$ cat config.mk
export PLATFORM = sky130hd
export DESIGN_NAME = ps2_scancode_decoder
export DESIGN_NICKNAME = d
export VERILOG_FILES = /design/src/rtl/ps2_kbd_pkg.sv /design/src/rtl/ps2_event_fifo.sv /design/src/rtl/ps2_scancode_decoder.sv
export SDC_FILE = /design/constraint.sdc
export NUM_CORES = 1
export LEC_CHECK = 0
export CAP_MARGIN = 20
export CORE_ASPECT_RATIO = 2
export CORE_MARGIN = 2
export CORE_UTILIZATION = 40
export CTS_CLUSTER_DIAMETER = 120
export CTS_CLUSTER_SIZE = 14
export DETAILED_ROUTE_END_ITERATION = 10
export PLACE_DENSITY = 0.6
export SETUP_SLACK_MARGIN = 0.2
export SLEW_MARGIN = 30
export SYNTH_ARGS = -nofsm -noshare
export SYNTH_HDL_FRONTEND = slang
export SYNTH_SLANG_ARGS = --single-unit
$ cat constraint.sdc
create_clock -name clk -period 3.28 [get_ports clk]
set_clock_uncertainty 0.15 [all_clocks]
set_input_delay 0.328 -clock clk [delete_from_list [all_inputs] [get_ports clk]]
set_output_delay 0.328 -clock clk [all_outputs]
set_load 0.01 [all_outputs]
$ cat src/rtl/ps2_kbd_pkg.sv
// Shared constants, event packing and FSM state type for the PS/2 scan-code decoder.
package ps2_kbd_pkg;

  localparam logic [7:0] PS2_EXT    = 8'hE0;
  localparam logic [7:0] PS2_BRK    = 8'hF0;
  localparam logic [7:0] PS2_PAUSE  = 8'hE1;
  localparam logic [7:0] PS2_BAT    = 8'hAA;
  localparam logic [7:0] PS2_ACK    = 8'hFA;
  localparam logic [7:0] PS2_RESEND = 8'hFE;
  localparam logic [7:0] PS2_ECHO   = 8'hEE;
  localparam logic [7:0] PS2_ERR_LO = 8'h00;
  localparam logic [7:0] PS2_ERR_HI = 8'hFF;
  localparam logic [7:0] PS2_LSHIFT = 8'h12;
  localparam logic [7:0] PS2_RSHIFT = 8'h59;

  localparam int EVT_W = 10;

  typedef enum logic [2:0] {IDLE, EXT, BRK, EXT_BRK, PAUSE} state_e;

  // Controller chatter (BAT, ack, resend, echo, error) that never forms a key event.
  function automatic logic is_noise(input logic [7:0] b);
    return (b == PS2_BAT) || (b == PS2_ACK) || (b == PS2_RESEND) ||
           (b == PS2_ECHO) || (b == PS2_ERR_LO) || (b == PS2_ERR_HI);
  endfunction

  function automatic logic is_fake_shift(input logic [7:0] b);
    return (b == PS2_LSHIFT) || (b == PS2_RSHIFT);
  endfunction

  function automatic logic [EVT_W-1:0] pack_evt(input logic ext, input logic rel,
                                                input logic [7:0] code);
    return {ext, rel, code};
  endfunction

endpackage

$ cat src/rtl/ps2_event_fifo.sv
// Show-ahead event FIFO; the head entry is visible on dout_o whenever empty_o is low.
module ps2_event_fifo
  import ps2_kbd_pkg::*;
#(
  parameter int DEPTH = 8,
  parameter int PTR_W = $clog2(DEPTH),
  parameter int W     = EVT_W
) (
  input  logic         clk,
  input  logic         reset,
  input  logic         push_i,
  input  logic [W-1:0] din_i,
  input  logic         pop_i,
  output logic [W-1:0] dout_o,
  output logic         full_o,
  output logic         empty_o
);

  logic [W-1:0]   mem_q [DEPTH];
  logic [PTR_W-1:0] wr_q, rd_q;
  logic [PTR_W:0] cnt_q;
  logic           do_push_s, do_pop_s;

  assign empty_o   = (cnt_q == {(PTR_W+1){1'b0}});
  assign full_o    = (cnt_q == (PTR_W+1)'(DEPTH));
  // A pop frees the slot this same cycle, so a full FIFO still accepts a paired push.
  assign do_pop_s  = pop_i && !empty_o;
  assign do_push_s = push_i && (!full_o || do_pop_s);
  assign dout_o    = empty_o ? {W{1'b0}} : mem_q[rd_q];

  // Pointer and occupancy bookkeeping.
  always_ff @(posedge clk) begin
    if (reset) begin
      wr_q  <= {PTR_W{1'b0}};
      rd_q  <= {PTR_W{1'b0}};
      cnt_q <= {(PTR_W+1){1'b0}};
    end else begin
      if (do_push_s) wr_q <= wr_q + PTR_W'(1'b1);
      if (do_pop_s)  rd_q <= rd_q + PTR_W'(1'b1);
      case ({do_push_s, do_pop_s})
        2'b10:   cnt_q <= cnt_q + (PTR_W+1)'(1'b1);
        2'b01:   cnt_q <= cnt_q - (PTR_W+1)'(1'b1);
        default: cnt_q <= cnt_q;
      endcase
    end
  end

  // Storage write; stale contents are masked by empty_o on the output.
  always_ff @(posedge clk) begin
    if (do_push_s) mem_q[wr_q] <= din_i;
  end

endmodule

$ cat src/rtl/ps2_scancode_decoder.sv
// Folds set-2 scan-code prefix sequences into key events buffered in a show-ahead FIFO.
// Optional SCANCODE_REPEAT_FILTER_EN suppresses typematic repeats via a held-key bitmap.
module ps2_scancode_decoder
  import ps2_kbd_pkg::*;
#(
  parameter int DEPTH = 8,
  parameter int PTR_W = $clog2(DEPTH)
) (
  input  logic       clk,
  input  logic       reset,
  input  logic       byte_valid,
  input  logic [7:0] byte_data,
  output logic       evt_valid,
  output logic [7:0] evt_code,
  output logic       evt_ext,
  output logic       evt_rel,
  input  logic       evt_pop,
  output logic       overflow
);

  state_e     state_q, state_d;
  logic [2:0] skip_q, skip_d;
  logic       cand_s, cand_ext_s, cand_rel_s, push_s;
  logic [7:0] cand_code_s;
  logic [EVT_W-1:0] head_s;
  logic       full_s, empty_s, overflow_q;

  // Prefix state register and Pause byte counter.
  always_ff @(posedge clk) begin
    if (reset) begin
      state_q <= IDLE;
      skip_q  <= 3'd0;
    end else begin
      state_q <= state_d;
      skip_q  <= skip_d;
    end
  end

  // Next state and candidate event; every byte_valid pulse is handled on its own.
  always_comb begin
    state_d     = state_q;
    skip_d      = skip_q;
    cand_s      = 1'b0;
    cand_ext_s  = 1'b0;
    cand_rel_s  = 1'b0;
    cand_code_s = byte_data;
    if (byte_valid) begin
      case (state_q)
        IDLE: begin
          if (byte_data == PS2_EXT) begin
            state_d = EXT;
          end else if (byte_data == PS2_BRK) begin
            state_d = BRK;
          end else if (byte_data == PS2_PAUSE) begin
            state_d = PAUSE;
            skip_d  = 3'd7;
          end else begin
            cand_s = !is_noise(byte_data);
          end
        end
        EXT: begin
          if (byte_data == PS2_BRK) begin
            state_d = EXT_BRK;
          end else begin
            state_d    = IDLE;
            cand_s     = !is_fake_shift(byte_data);
            cand_ext_s = 1'b1;
          end
        end
        BRK: begin
          state_d    = IDLE;
          cand_s     = 1'b1;
          cand_rel_s = 1'b1;
        end
        EXT_BRK: begin
          state_d    = IDLE;
          cand_s     = !is_fake_shift(byte_data);
          cand_ext_s = 1'b1;
          cand_rel_s = 1'b1;
        end
        PAUSE: begin
          skip_d = skip_q - 3'd1;
          if (skip_q == 3'd1) begin
            state_d     = IDLE;
            cand_s      = 1'b1;
            cand_ext_s  = 1'b1;
            cand_code_s = PS2_PAUSE;
          end else begin
            state_d = PAUSE;
          end
        end
        default: begin
          state_d = IDLE;
          skip_d  = 3'd0;
        end
      endcase
    end else begin
      state_d = state_q;
    end
  end

`ifdef SCANCODE_REPEAT_FILTER_EN
  logic [255:0] held_q, held_d;
  logic [7:0]   idx_s;

  assign idx_s = {cand_ext_s, cand_code_s[6:0]};

  // Make sets the held bit, break clears it; a make on a held key is swallowed. Pause bypasses.
  always_comb begin
    held_d = held_q;
    push_s = cand_s;
    if (cand_s && (state_q != PAUSE)) begin
      if (cand_rel_s) begin
        held_d[idx_s] = 1'b0;
      end else if (held_q[idx_s]) begin
        push_s = 1'b0;
      end else begin
        held_d[idx_s] = 1'b1;
      end
    end else begin
      push_s = cand_s;
    end
  end

  // Held-key bitmap register.
  always_ff @(posedge clk) begin
    if (reset) held_q <= {256{1'b0}};
    else       held_q <= held_d;
  end
`else
  assign push_s = cand_s;
`endif

  ps2_event_fifo #(.DEPTH(DEPTH), .PTR_W(PTR_W), .W(EVT_W)) u_fifo (
    .clk     (clk),
    .reset   (reset),
    .push_i  (push_s),
    .din_i   (pack_evt(cand_ext_s, cand_rel_s, cand_code_s)),
    .pop_i   (evt_pop),
    .dout_o  (head_s),
    .full_o  (full_s),
    .empty_o (empty_s)
  );

  // Sticky drop flag: full, pushing, and no pop to make room.
  always_ff @(posedge clk) begin
    if (reset)                               overflow_q <= 1'b0;
    else if (push_s && full_s && !evt_pop)   overflow_q <= 1'b1;
    else                                     overflow_q <= overflow_q;
  end

  assign evt_valid = !empty_s;
  assign {evt_ext, evt_rel, evt_code} = head_s;
  assign overflow  = overflow_q;

endmodule

==> impl_summary.md <==
Synthesis
Summing the areas of all compound-gate instances in the mapped netlist gives ~4.8% of the synthesized area. After synthesis, the largest family of logic cells by area is multiplexers. The proportion of synthesized chip area in sequential cells is a little over three fifths. The net count after synthesis is 317.

The synthesized design contains 100 register bits. Of the post-synthesis cell area, the part taken by muxes is 14.3%. The most used flip-flop cell after synthesis is edfxtp_1.

The xor/xnor share of the synthesized area is 0.790%. After Yosys synthesis, and, or, nand and nor cells account for between 10% and 20% of the synthesized area. A synthesized cell averages 14.9 um2. Synthesis produced 298 cells.

The arithmetic-cell share of the synthesized area counting full adders, half adders and majority gates is 2.14%. The area of the mapped netlist is approximately 4400 um2. The fraction of synthesis flops using an asynchronous set or reset pin is 0%.

The number of enable flip-flop cells after synthesis is 80. The number of warnings issued by yosys is 0. The count of cell types in the netlist is 52.

Route
In the routed design, unresolved DRC markers number 0. Across all layers, the routed design uses around 2,600 vias. The routed wire length per instance is 17.8 um. The routed design uses ~5.1 mm of met2 wire. Summed over all layers, the routed wires come to about 8.7 mm.

In the detailed route, the total length drawn on met3 is 197 um. The length of routed wiring on met1 is approximately 3.1 mm. For this run, the detailed router's first-pass iteration total came to 4. The DRC violation total after the first TritonRoute iteration is ~140. The via count normalized by instance count is roughly 5.3.

The detail route stage leaves a number of antenna-violating nets equal to 0. The uppermost signal routing layer after detailed routing is met4.

Critical path
In this run the worst path has a maximum fanout of 4. The startpoint identified for the worst register-to-register timing path is skip_q[1]. Setup slack on the worst reg-to-reg path comes out at roughly 420 ps. STA puts the critical path data arrival time at approximately 3000 ps. The critical path start-end classification is in2reg.

The worst reg2reg path depth is 15. In this run the critical register-to-register path is captured at u_fifo.cnt_q[3]. The data required time at the worst endpoint is 3360 ps.

The type of destination of the critical path is a flop. The type of origin of the critical path is an input port.

Power
The power per cell area is approximately 670 nW/um2. Sequential cells account for a little over two fifths of the total power. VDD sags by at most 0.000424 V. The clock network fraction of design power is between 20% and 30%. The analysis attributes to cell leakage a power of 1.80 nW. The internal portion of the total power is 2.55 mW. The switching portion of total power is ~28%. For this design the total switching power over the nets is 0.979 mW. The share of total power dissipated in combinational logic is 28.0%.

Floorplan
The effective utilization at floorplan is 40.8%. The number of rows in the core area is 54. The height of the die is approximately 150 um.

Measured along the x axis, the die boundary spans roughly 78 um. The I/O pin count is 24. The core outline area is between 10,000 and 15,000 um2. The area enclosed by the die boundary is between 10,000 and 15,000 um2.

STA
The final number of setup-violating endpoints is 0. The final critical path takes up between 80% and 90% of the cycle. At the pin with the least slew margin, the transition time is approximately 850 ps. The final count of pins violating max slew was 0. The routed design could run at a clock period as short as between 2000 and 3000 ps. Headroom to the max-slew limit came out at 43.0%. For the final routed database, the setup TNS stands at 0 ps. The total count of hold-check failures in the final report is 0. Setup repair after global routing left no endpoint under its margin. Static timing analysis puts the maximum clock frequency at between 0.3 and 0.4 GHz.

Outcome
The run finished with clean final reports.

Finish
The finished layout holds between 400 and 500 standard cells, fillers aside. The fraction of final layout cells with drive strength greater than 1 is between 20% and 30%. The number of nets in the layout is 362. Compared with the post-synthesis result, the final layout area differs by 19.8%. The number of antenna diodes in the final layout is 0.

Placed design
The final weighted congestion in routability-driven placement is 0.808. The count of port buffers added during placement is 23. Detailed placement ended at an HPWL of 6.14 mm. The placed cell count is approximately 470.

Flow run
Max-cap violations in this run came to 0.

Global route
In the global route stage, overall resource usage came out at between 10% and 20%. Global routing finished with a remaining overflow of 0. The wire length of the first global-routing pass is about 14 mm. The number of global-route vias before repair is ~2,700. Entering global routing, the biggest net connects 24 pins.

The initial antenna violation count is 0.

CTS
The clock latency reported for the late side of the worst-skew pair is between 300 and 400 ps. The number of buffers inserted by post-CTS setup repair is 0. Clock-pin slew was measured on the worst setup and hold paths at around 70 ps.

TritonCTS built the clock tree. CTS built an H-tree with a depth of 3. The sink count of the clock tree is 100.

No sink is reached through more buffers than the 2 on the longest clock path. After clock tree synthesis, the flow added hold-fix buffers numbering 0. The number of clock buffers inserted by TritonCTS is 9.

The tree is rooted in a clkbuf_16.

Worst hold path
The worst hold path begins at overflow. Counting instances, the worst hold path has a depth of 2. For hold timing, the worst endpoint is overflow.

The tightest min-delay check is of the reg2reg type.
-- synth_stat cells (2+ instances only) --
cell type | instances | area, um2
nor2b_1 | 2 | 12.5
nand2_1 | 13 | 48.8
mux4_2 | 20 | 450
o32ai_1 | 2 | 17.5
ha_1 | 6 | 75.1
nor2_1 | 27 | 101
mux2_2 | 2 | 22.5
xnor2_1 | 2 | 17.5
xor2_1 | 2 | 17.5
and2_1 | 5 | 31.3
buf_2 | 2 | 10.0
dfxtp_1 | 20 | 400
nand2b_1 | 10 | 62.6
buf_6 | 3 | 33.8
or2_2 | 2 | 12.5
clkbuf_1 | 9 | 33.8
inv_1 | 11 | 41.3
a21oi_1 | 12 | 60.1
nor4b_2 | 4 | 60.1
nand3b_1 | 2 | 15.0
nor3_1 | 4 | 20.0
nor4_1 | 7 | 43.8
nand4_1 | 3 | 18.8
mux2i_1 | 15 | 150
edfxtp_1 | 80 | 2400
a21o_1 | 3 | 22.5
nand3_1 | 2 | 10.0
o21ai_0 | 4 | 20.0
-- state kept, by name, indices dropped and copies added (netlist names), named ones only --
| register | flops |
|---|---|
| state_q | 3 |
| u_fifo.mem_q | 80 |
| u_fifo.rd_q | 3 |
| u_fifo.cnt_q | 4 |
| u_fifo.wr_q | 3 |
| overflow | 1 |
| skip_q | 3 |
-- worst max-delay path, cell delays in order --
cell	delay [ps]
clkdlybuf4s50_1	570
and4bb_1	210
a31oi_1	90
a32o_1	240
a41oi_2	200
nand2_1	110
inv_2	80
ha_1	220
a21o_1	170
a21o_1	180
nand2_1	60
nor2_1	40
mux2i_1	130
mux2_1	320
-- cells in the final DEF, fill, tap and decap left out, types with 2 or more instances in the layout --
master           Yosys  final
edfxtp_1            80     80
nor2_1              27     27
buf_4                0     26
mux4_2              20     20
dfxtp_1             20     20
clkdlybuf4s50_1      0     17
mux2i_1             15     15
nand2_1             13     13
a21oi_1             12     12
inv_1               11     10
nand2b_1            10     10
clkbuf_16            0      9
ha_1                 6      6
dlymetal6s2s_1       0      6
and2_1               5      5
nor4_2               0      4
nor4b_2              4      4
nor3_1               4      4
nor4_1               7      3
nand4_1              3      3
o21ai_0              4      3
a21o_1               3      3
o21ai_1              1      2
nand3b_1             2      2
nor2b_1              2      2
or2_2                2      2
xor2_1               2      2
nand3_1              2      2
mux2_2               2      2
xnor2_1              2      2
o32ai_1              2      2
clkinv_2             0      2
inv_6                0      2
-- worst max-delay path by stage --
| stage | endpoint | start | slack [ps] | depth (start not counted) |
|---|---|---|---|---|
| after floorplan | u_fifo.mem_q[1][0] | byte_valid | 170 | 8 |
| after global placement | u_fifo.cnt_q[3] | byte_data[1] | -20 | 14 |
| after detailed placement | u_fifo.cnt_q[3] | byte_data[2] | -80 | 14 |
| after CTS | u_fifo.cnt_q[3] | byte_data[2] | 270 | 14 |
| after global routing | u_fifo.cnt_q[3] | byte_data[7] | 220 | 14 |
| final | u_fifo.cnt_q[3] | byte_data[5] | 390 | 14 |
-- power by group through the flow --
stage          logic (mW)  clock network [mW]  registers, mW
6_report            0.990                1.05           1.49
5_1_grt              1.09                1.12           1.50
4_1_cts              1.02                1.07           1.49
3_5_place_dp         1.02                   0           1.52
3_3_place_gp         1.01                   0           1.52
2_1_floorplan       0.603                   0           1.50
-- per-layer routing --
metal,up-vias,GRT usage (%)
met5,-,0
met1,1294,15.6
met2,54,30.1
met4,0,7.77
li1,1228,-
met3,16,3.01
-- layout make-up --
class / count / area [um2]
Fill cell: 954 / 5570
Timing Repair Buffer: 50 / 460
Clock inverter: 7 / 73.8
Clock buffer: 9 / 225
Multi-Input combinational cell: 171 / 1530
Sequential cell: 100 / 2800
Inverter: 11 / 41.3
Tap cell: 140 / 175
-- what timing repair did --
item / in CTS / in global routing
endpoints found under the hold margin: 0 / 0
endpoints found under the setup margin: 0 / 1
gates resized for setup: 0 / 11
-- cells by family (layout without fill, tap and decap cells) --
| logic type | after synthesis | count (layout) |
|---|---|---|
| AO/OA/AOI/OAI | 32 | 32 |
| flip-flops | 100 | 100 |
| AND/OR/NAND/NOR | 90 | 90 |
| multiplexers | 38 | 38 |
| adder cells (fa/ha/maj) | 7 | 7 |
| XOR/XNOR | 4 | 4 |
| buffers and inverters | 27 | 77 |
-- through the flow --
| step | cell area (um2) | utilization (%) | setup WS [ps] | total power, mW | hold slack [ps] |
|---|---|---|---|---|---|
| global placement | 4980 | 45.8 | -22.4 | 2.53 | 290 |
| global route | 5310 | 48.8 | 221 | 3.71 | 320 |
| CTS | 5280 | 48.6 | 269 | 3.59 | 304 |
| floorplan | 4430 | - | 168 | 2.11 | 304 |
| finish | 5310 | 48.8 | 389 | 3.53 | 302 |
| detailed placement | 4980 | 45.8 | -78.2 | 2.54 | 294 |
Note: power is estimated with default switching activity, not from simulation.
